--- src/rtl/i2s_clock_gen.sv ---
// I2S serial timing from Clk50: free-running MCLK divider, fractional-accumulator SClk,
// LRClk/bit sequencing on falling SClk, and a per-stereo-frame tick with a wrapping frame counter.

module i2s_clock_gen_param_check #(
    parameter int ACC_W    = 24,
    parameter int INC      = 2061584,
    parameter int MCLK_DIV = 4
) ();
    // An increment of half the accumulator range or more could toggle SClk on back-to-back edges.
    if (64'(INC) >= (64'd1 << (ACC_W - 1))) begin : g_inc_too_large
        $error("i2s_clock_gen: INC must be below 2^(ACC_W-1)");
    end
    if ((MCLK_DIV < 2) || ((MCLK_DIV % 2) != 0)) begin : g_mclk_div_bad
        $error("i2s_clock_gen: MCLK_DIV must be even and at least 2");
    end
endmodule

module i2s_clock_gen #(
    parameter int ACC_W    = 24,
    parameter int INC      = 2061584,
    parameter int MCLK_DIV = 4
) (
    input  logic        Clk50,
    input  logic        reset_n,
    input  logic        en,
    output logic        MCLK,
    output logic        SClk,
    output logic        LRClk,
    output logic [4:0]  bit_cnt,
    output logic        sample_tick,
    output logic [15:0] frame_cnt
);
    localparam int HALF_DIV = MCLK_DIV / 2;
    localparam int DIV_W    = (HALF_DIV > 1) ? $clog2(HALF_DIV) : 1;
    localparam logic [DIV_W-1:0] DIV_LAST = DIV_W'(HALF_DIV - 1);
    localparam logic [DIV_W-1:0] DIV_ONE  = DIV_W'(1);
    localparam logic [ACC_W:0]   INC_EXT  = (ACC_W + 1)'(INC);

    logic [DIV_W-1:0] mclk_div_r;
    logic             mclk_r;
    logic [ACC_W-1:0] acc_r;
    logic             sclk_r;
    logic             lrclk_r;
    logic [4:0]       bit_cnt_r;
    logic             sample_tick_r;
    logic [15:0]      frame_cnt_r;

    logic [ACC_W:0]   sum_s;
    logic             carry_s;
    logic             sclk_fall_s;
    logic             half_end_s;

    i2s_clock_gen_param_check #(
        .ACC_W    (ACC_W),
        .INC      (INC),
        .MCLK_DIV (MCLK_DIV)
    ) u_param_check ();

    // Accumulator step and the bit-clock events it produces this edge.
    always_comb begin
        sum_s       = {1'b0, acc_r} + INC_EXT;
        carry_s     = sum_s[ACC_W];
        sclk_fall_s = carry_s & sclk_r;
        half_end_s  = sclk_fall_s & (bit_cnt_r == 5'd31);
    end

    // MCLK divider: runs whenever out of reset, independent of en.
    always_ff @(posedge Clk50) begin
        if (!reset_n) begin
            mclk_div_r <= '0;
            mclk_r     <= 1'b0;
        end else if (mclk_div_r == DIV_LAST) begin
            mclk_div_r <= '0;
            mclk_r     <= ~mclk_r;
        end else begin
            mclk_div_r <= mclk_div_r + DIV_ONE;
        end
    end

    // Bit clock, word select, bit index, frame tick and frame counter.
    always_ff @(posedge Clk50) begin
        if (!reset_n) begin
            acc_r         <= '0;
            sclk_r        <= 1'b0;
            lrclk_r       <= 1'b0;
            bit_cnt_r     <= 5'd0;
            sample_tick_r <= 1'b0;
            frame_cnt_r   <= 16'd0;
        end else if (!en) begin
            // Idle abandons any partial frame; frame_cnt keeps its count.
            acc_r         <= '0;
            sclk_r        <= 1'b0;
            lrclk_r       <= 1'b0;
            bit_cnt_r     <= 5'd0;
            sample_tick_r <= 1'b0;
        end else begin
            acc_r         <= sum_s[ACC_W-1:0];
            sample_tick_r <= 1'b0;
            if (carry_s) begin
                sclk_r <= ~sclk_r;
            end
            if (sclk_fall_s) begin
                bit_cnt_r <= bit_cnt_r + 5'd1;
            end
            if (half_end_s) begin
                lrclk_r <= ~lrclk_r;
                if (!lrclk_r) begin
                    sample_tick_r <= 1'b1;
                    frame_cnt_r   <= frame_cnt_r + 16'd1;
                end
            end
        end
    end

    assign MCLK        = mclk_r;
    assign SClk        = sclk_r;
    assign LRClk       = lrclk_r;
    assign bit_cnt     = bit_cnt_r;
    assign sample_tick = sample_tick_r;
    assign frame_cnt   = frame_cnt_r;
endmodule
--- config.mk ---
export PLATFORM = sky130hd
export DESIGN_NAME = i2s_clock_gen
export DESIGN_NICKNAME = d
export VERILOG_FILES = /design/src/rtl/i2s_clock_gen.sv
export SDC_FILE = /design/constraint.sdc
export NUM_CORES = 1
export LEC_CHECK = 0
export ABC_AREA = 1
export BUFFER_PORTS_ARGS = -buffer_cell sky130_fd_sc_hd__buf_4
export CELL_PAD_IN_SITES_DETAIL_PLACEMENT = 0
export CELL_PAD_IN_SITES_GLOBAL_PLACEMENT = 1
export CORE_MARGIN = 2
export CORE_UTILIZATION = 35
export CTS_BUF_LIST = sky130_fd_sc_hd__clkbuf_16
export DETAILED_ROUTE_END_ITERATION = 12
export GPL_TIMING_DRIVEN = 0
export HOLD_SLACK_MARGIN = 0.15
export PLACE_DENSITY = 0.76
export SYNTH_ARGS = -nofsm -noshare
export SYNTH_HDL_FRONTEND = slang
export SYNTH_HIERARCHICAL = 1
export SYNTH_SLANG_ARGS = --single-unit
--- constraint.sdc ---
create_clock -name Clk50 -period 1.9 [get_ports Clk50]
set_input_delay 0.095 -clock Clk50 [delete_from_list [all_inputs] [get_ports Clk50]]
set_output_delay 0.095 -clock Clk50 [all_outputs]
set_load 0.02 [all_outputs]
After elaboration in Yosys (flattened, before gate mapping):

Index checks and enable logic that the tools add are counted.

* bits in registers: 50
* latch bits: 0
* memory bits (writable): 0
* bits in read-only memories: 0
* output and inout port bits: 25
* logic and storage cells: 24
* memories: 0

* add/sub/neg operators: 4
* multiply operators: 0
* divide/modulo/power cells: 0
* magnitude comparators: 0
* equal/unequal tests: 1
* shift-type cells: 0
* mux-type cells: 1
* bitwise gates (word level): 6
* reduce and logical (&&, ||, !) cells: 4

Operators by type and width (count)
* adder 24 x 21 -> 25 bit, second input constant: 1
* adder 16 x 1 -> 16 bit, second input constant: 1
* AND reduction 3 bit: 2
* adder 5 x 1 -> 5 bit, second input constant: 1
* == test 5 bit, second input constant: 1
* inverter 1 bit: 4
* AND 1 bit: 2
* AND reduction 2 bit: 1
* OR reduction 2 bit: 1
* adder 1 bit, second input constant: 1
* two-way mux 1 bit: 1

Depth between registers and ports, before layout:

* depth in word-level cells: 4
* depth in mapped cells: 12
* depth with buffers taken out: 11

Least setup slack after synthesis:

Ideal clock, no wire load.

* path type: register -> register
* start: register bit_cnt_r[0] (netlist: bit_cnt[0])
* end: register frame_cnt_r[6] (netlist: frame_cnt[6])
* library setup time: 113 ps
* data arrival time: 1636 ps
* setup slack: 151 ps
* cell stages (with the launch flop): 11
* period minus slack after synthesis: 1749 ps
* path through: dfxtp_1 ha_1 inv_1 nor3_1 ha_1 nand4_4 nor2_4 buf_6 nand2_1 nand2_1 nor2_1

* longest elaborated chain between the ends: 3

RTL lines
* from (decl): line 44 `logic [4:0] bit_cnt_r;`
* from (signal assigned): line 103 `bit_cnt_r <= bit_cnt_r + 5'd1;`
* == test 5 bit: line 64 `half_end_s = sclk_fall_s & (bit_cnt_r == 5'd31);`
* AND 1 bit: line 64
* AND reduction 3 bit (no line)
* to (signal assigned): line 109 `frame_cnt_r <= frame_cnt_r + 16'd1;`
* to (decl): line 46 `logic [15:0] frame_cnt_r;`

No other way between the ends.
A chain may end at the register's enable or synchronous reset.

Worst setup path in the final report:

* start: register acc_r[4]
* end: register frame_cnt_r[14] (netlist: frame_cnt[14])

* longest elaborated chain between the ends: 4

RTL lines
* from (decl): line 41 `logic [ACC_W-1:0] acc_r;`
* from (signal assigned): line 97 `acc_r <= sum_s[ACC_W-1:0];`
* adder 24 x 21 -> 25 bit: line 61 `sum_s = {1'b0, acc_r} + INC_EXT;`
* AND 1 bit: line 63 `sclk_fall_s = carry_s & sclk_r;`
* AND 1 bit: line 64
* AND reduction 3 bit (no line)

No other way between the ends.

==> results.txt <==
VDD IR max: 0.412 mV
count of cell types in the netlist: 27
Die H: 84.6 µm
Yosys top cell area share: 0.405
main combinational cell family by area after synthesis: simple AND/OR/NAND/NOR gates
crit path max fanout: 5
DRC: 0
Syn Inst Count: 330
row cnt: 29
relative slew slack: 0.628
Main synth FF type: dfxtp_1
first-pass GRT wire length: 8520 µm
n_diodes: 0
fraction of layout cells with a size suffix above 1: 0.179
Fin Hold WS: 0.149 ns
min Tclk post-route: 1.75 ns
Initial Util: 0.360
arrival time worst endpoint: 1.93 ns
hold crit path type: input pin to flip-flop
clock share of power: 0.488
core area: 6310 µm²
worst r2r src: acc_r[4]
post-synth top area cell: dfxtp_1
Post-Synth Simple-Gate Area: 0.326
Synth Area in Compound Gates: 0.120
Max Cap Viol: 0
mux contribution to synthesized area: 0
Yosys reg bits: 46
NetSw: 480 µW
Final Hold Vio Count: 0
top cells by area, synth: dfxtp_1 40%, nand2_1 12%, nor2_1 11%
nets: 374
nature of the critical path startpoint: flip-flop
Crit Path Category: flip-flop to flip-flop
antenna-violating nets left: 0
Slew @ Worst Pin: 0.558 ns
Finished Core Util: 0.450
FILL cells: 652
Worst R2R Path Depth: 11
CP endpoint: frame_cnt[14]
Setup-failing EPs final: 0
async set or reset register ratio after synthesis: 0
Pint: 1.79 mW
XOR/XNOR Fraction of Synth Area: 0.0462
Port Buffers: 25
Worst Setup End Kind: flip-flop
min-delay src: reset_n
required time worst endpoint: 2.08 ns
clk buf depth: 2
clk slew on worst S/H paths: 0.06 ns
Root Buffer: clkbuf_16
vias in the first global route: 1,922
Detail Placement HPWL: 3460 µm
period utilization: 0.922
Net Sw Frac: 0.212
clock buffer count from CTS: 5
clk_lat worst skew: 0.28 ns
routability cong.: 0.777
reg2reg end: frame_cnt[14]
DR vias: 2,091
First DRT Iteration DRCs: 78
area grow syn2layout: 25.0%
Leak: 1.19 nW
Mapped Nets: 337
initial antenna violation count: 0
largest net degree at the start of global routing: 15
clk sink count: 46
Setup Skew: 0.00418 ns
dpl ws: 0.00381 ns
adder-cell share of the synthesized area: 0.0220
Seq/Total Area, Yosys: 0.405
Max H-tree Level: 2
outcome: complete, no violations
overall die area: 7160 µm²
PD cells: 798 nW/µm²
setup TNS: 0 ns
Gate power share: 0.064
max frequency: 571 MHz
Ys Warns: 6
max-slew violations: 0
die width: 84.6 µm
Ports: 28
total power: 2.27 mW
Post-synth EDFFs: 0
sequential share of power: 0.448
Total Routed Length: 4920 µm
Tot GR Track Use: 0.147
DR vias/cell: 4.70
Critical Path Source: acc_r[4]
CTS tree: built
final worst slack: 0.148 ns
GR Overflow Total: 0
Avg Inst Size Synth: 6.90 µm²
flop-to-flop setup slack: 0.15 ns
Pre-antenna DRT Iters: 6
Netlist Area Pre-Place: 2280 µm²
drt wl/cell: 11.1 µm
## how the worst min path moves through the flow
stage	endpoint	slack, ns	cells after the start
floorplan	frame_cnt[1]	0.38	3
global placement	mclk_div_r	0.42	1
detailed placement	mclk_div_r	0.43	1
CTS	frame_cnt[2]	0.16	3
global route	frame_cnt[2]	0.18	3
finish	frame_cnt[0]	0.15	3
## cell families (layout without fill, tap and decap cells)
logic type | count (synthesis) | after routing
buffers and inverters | 45 | 83
adder cells (fa/ha/maj) | 4 | 4
AO/OA/AOI/OAI | 50 | 50
flip-flops | 46 | 46
XOR/XNOR | 12 | 12
AND/OR/NAND/NOR | 173 | 173
## power by group through the flow
stage | Sequential, mW | Clock, mW | Combinational [mW]
final | 1.02 | 1.11 | 0.145
after global routing | 1.02 | 1.18 | 0.169
after CTS | 1.01 | 1.15 | 0.145
after detailed placement | 1.04 | 0 | 0.144
after global placement | 1.04 | 0 | 0.143
after floorplan | 1.03 | 0 | 0.109
## placed cells by master, fill, tap and decap left out, types with 3 or more instances in the layout
| cell | count |
|---|---|
| dfxtp_2 | 8 |
| nand2_1 | 70 |
| o21bai_1 | 6 |
| nor2_2 | 7 |
| xor2_1 | 4 |
| clkbuf_1 | 4 |
| inv_2 | 3 |
| and3_1 | 3 |
| xnor2_1 | 8 |
| inv_1 | 35 |
| nor2_1 | 61 |
| o21ai_0 | 17 |
| clkbuf_16 | 5 |
| dfxtp_1 | 38 |
| nand3_1 | 16 |
| nand4_1 | 3 |
| buf_4 | 30 |
| ha_1 | 3 |
| a21oi_1 | 22 |
| a31oi_1 | 3 |
## through the flow
stage	area, µm²	std cells
after floorplan	2280	330
after global placement	2560	432
after detailed placement	2560	432
after CTS	2750	440
after global routing	2840	445
final	2840	445
## metal layers
| layer | vias to the layer above | GRT usage | part of all wire |
|---|---|---|---|
| li1 | 1130 | - | - |
| met1 | 919 | 0.186 | 0.49 |
| met2 | 34 | 0.244 | 0.47 |
| met3 | 8 | 0.0433 | 0.036 |
| met4 | 0 | 0.0390 | 0.010 |
| met5 | - | 0 | 0 |
## synth_stat cells, types with 2 or more instances
library cell and count:
a21oi_1 22, nor2_2 3, nor3_1 3, a31oi_1 3, nor2_1 66, dfxtp_1 46
nand3_1 18, and3_1 3, buf_6 2, o21ai_0 17, o21bai_1 6, nor4_1 2
xnor2_1 8, inv_1 36, nand4_1 3, nor3b_1 2, xor2_1 4, ha_1 4
inv_2 2, nand2_1 70, clkbuf_1 4
## registers in the layout (all words and copies together) (netlist names)
name and count:
mclk_div_r 1, SClk 1, sample_tick 1, MCLK 1, bit_cnt 5, frame_cnt 16
acc_r 20, LRClk 1
## repair_timing
item | in CTS | in global routing
gates cloned | 0 | 1
gates resized for setup | 1 | 21
pin swaps | 0 | 3
hold buffers | 0 | 0
endpoints found under the setup margin | 1 | 18
buffers inserted | 0 | 4
## layout make-up
type	instances	area [µm²]	area share
Sequential cell	46	931	0.327
Clock inverter	3	63.8	0.0224
Inverter	38	143	0.0502
Buffer	7	41.3	0.0145
Tap cell	77	96.3	0.0339
Timing Repair Buffer	30	225	0.0792
Multi-Input combinational cell	239	1220	0.429
Clock buffer	5	125	0.0440
## worst max-delay path, cell delays in order (launching register included)
cell     delay [ns]
dfxtp_1        0.35
ha_1           0.21
nand3_2        0.13
inv_2          0.09
nand3_1        0.13
nand3_4        0.12
nand4_4        0.13
nor2_4         0.21
buf_6          0.14
nand2_1        0.05
nand2_1        0.05
nor2_1         0.04
Power figures use the tool's default switching activity.
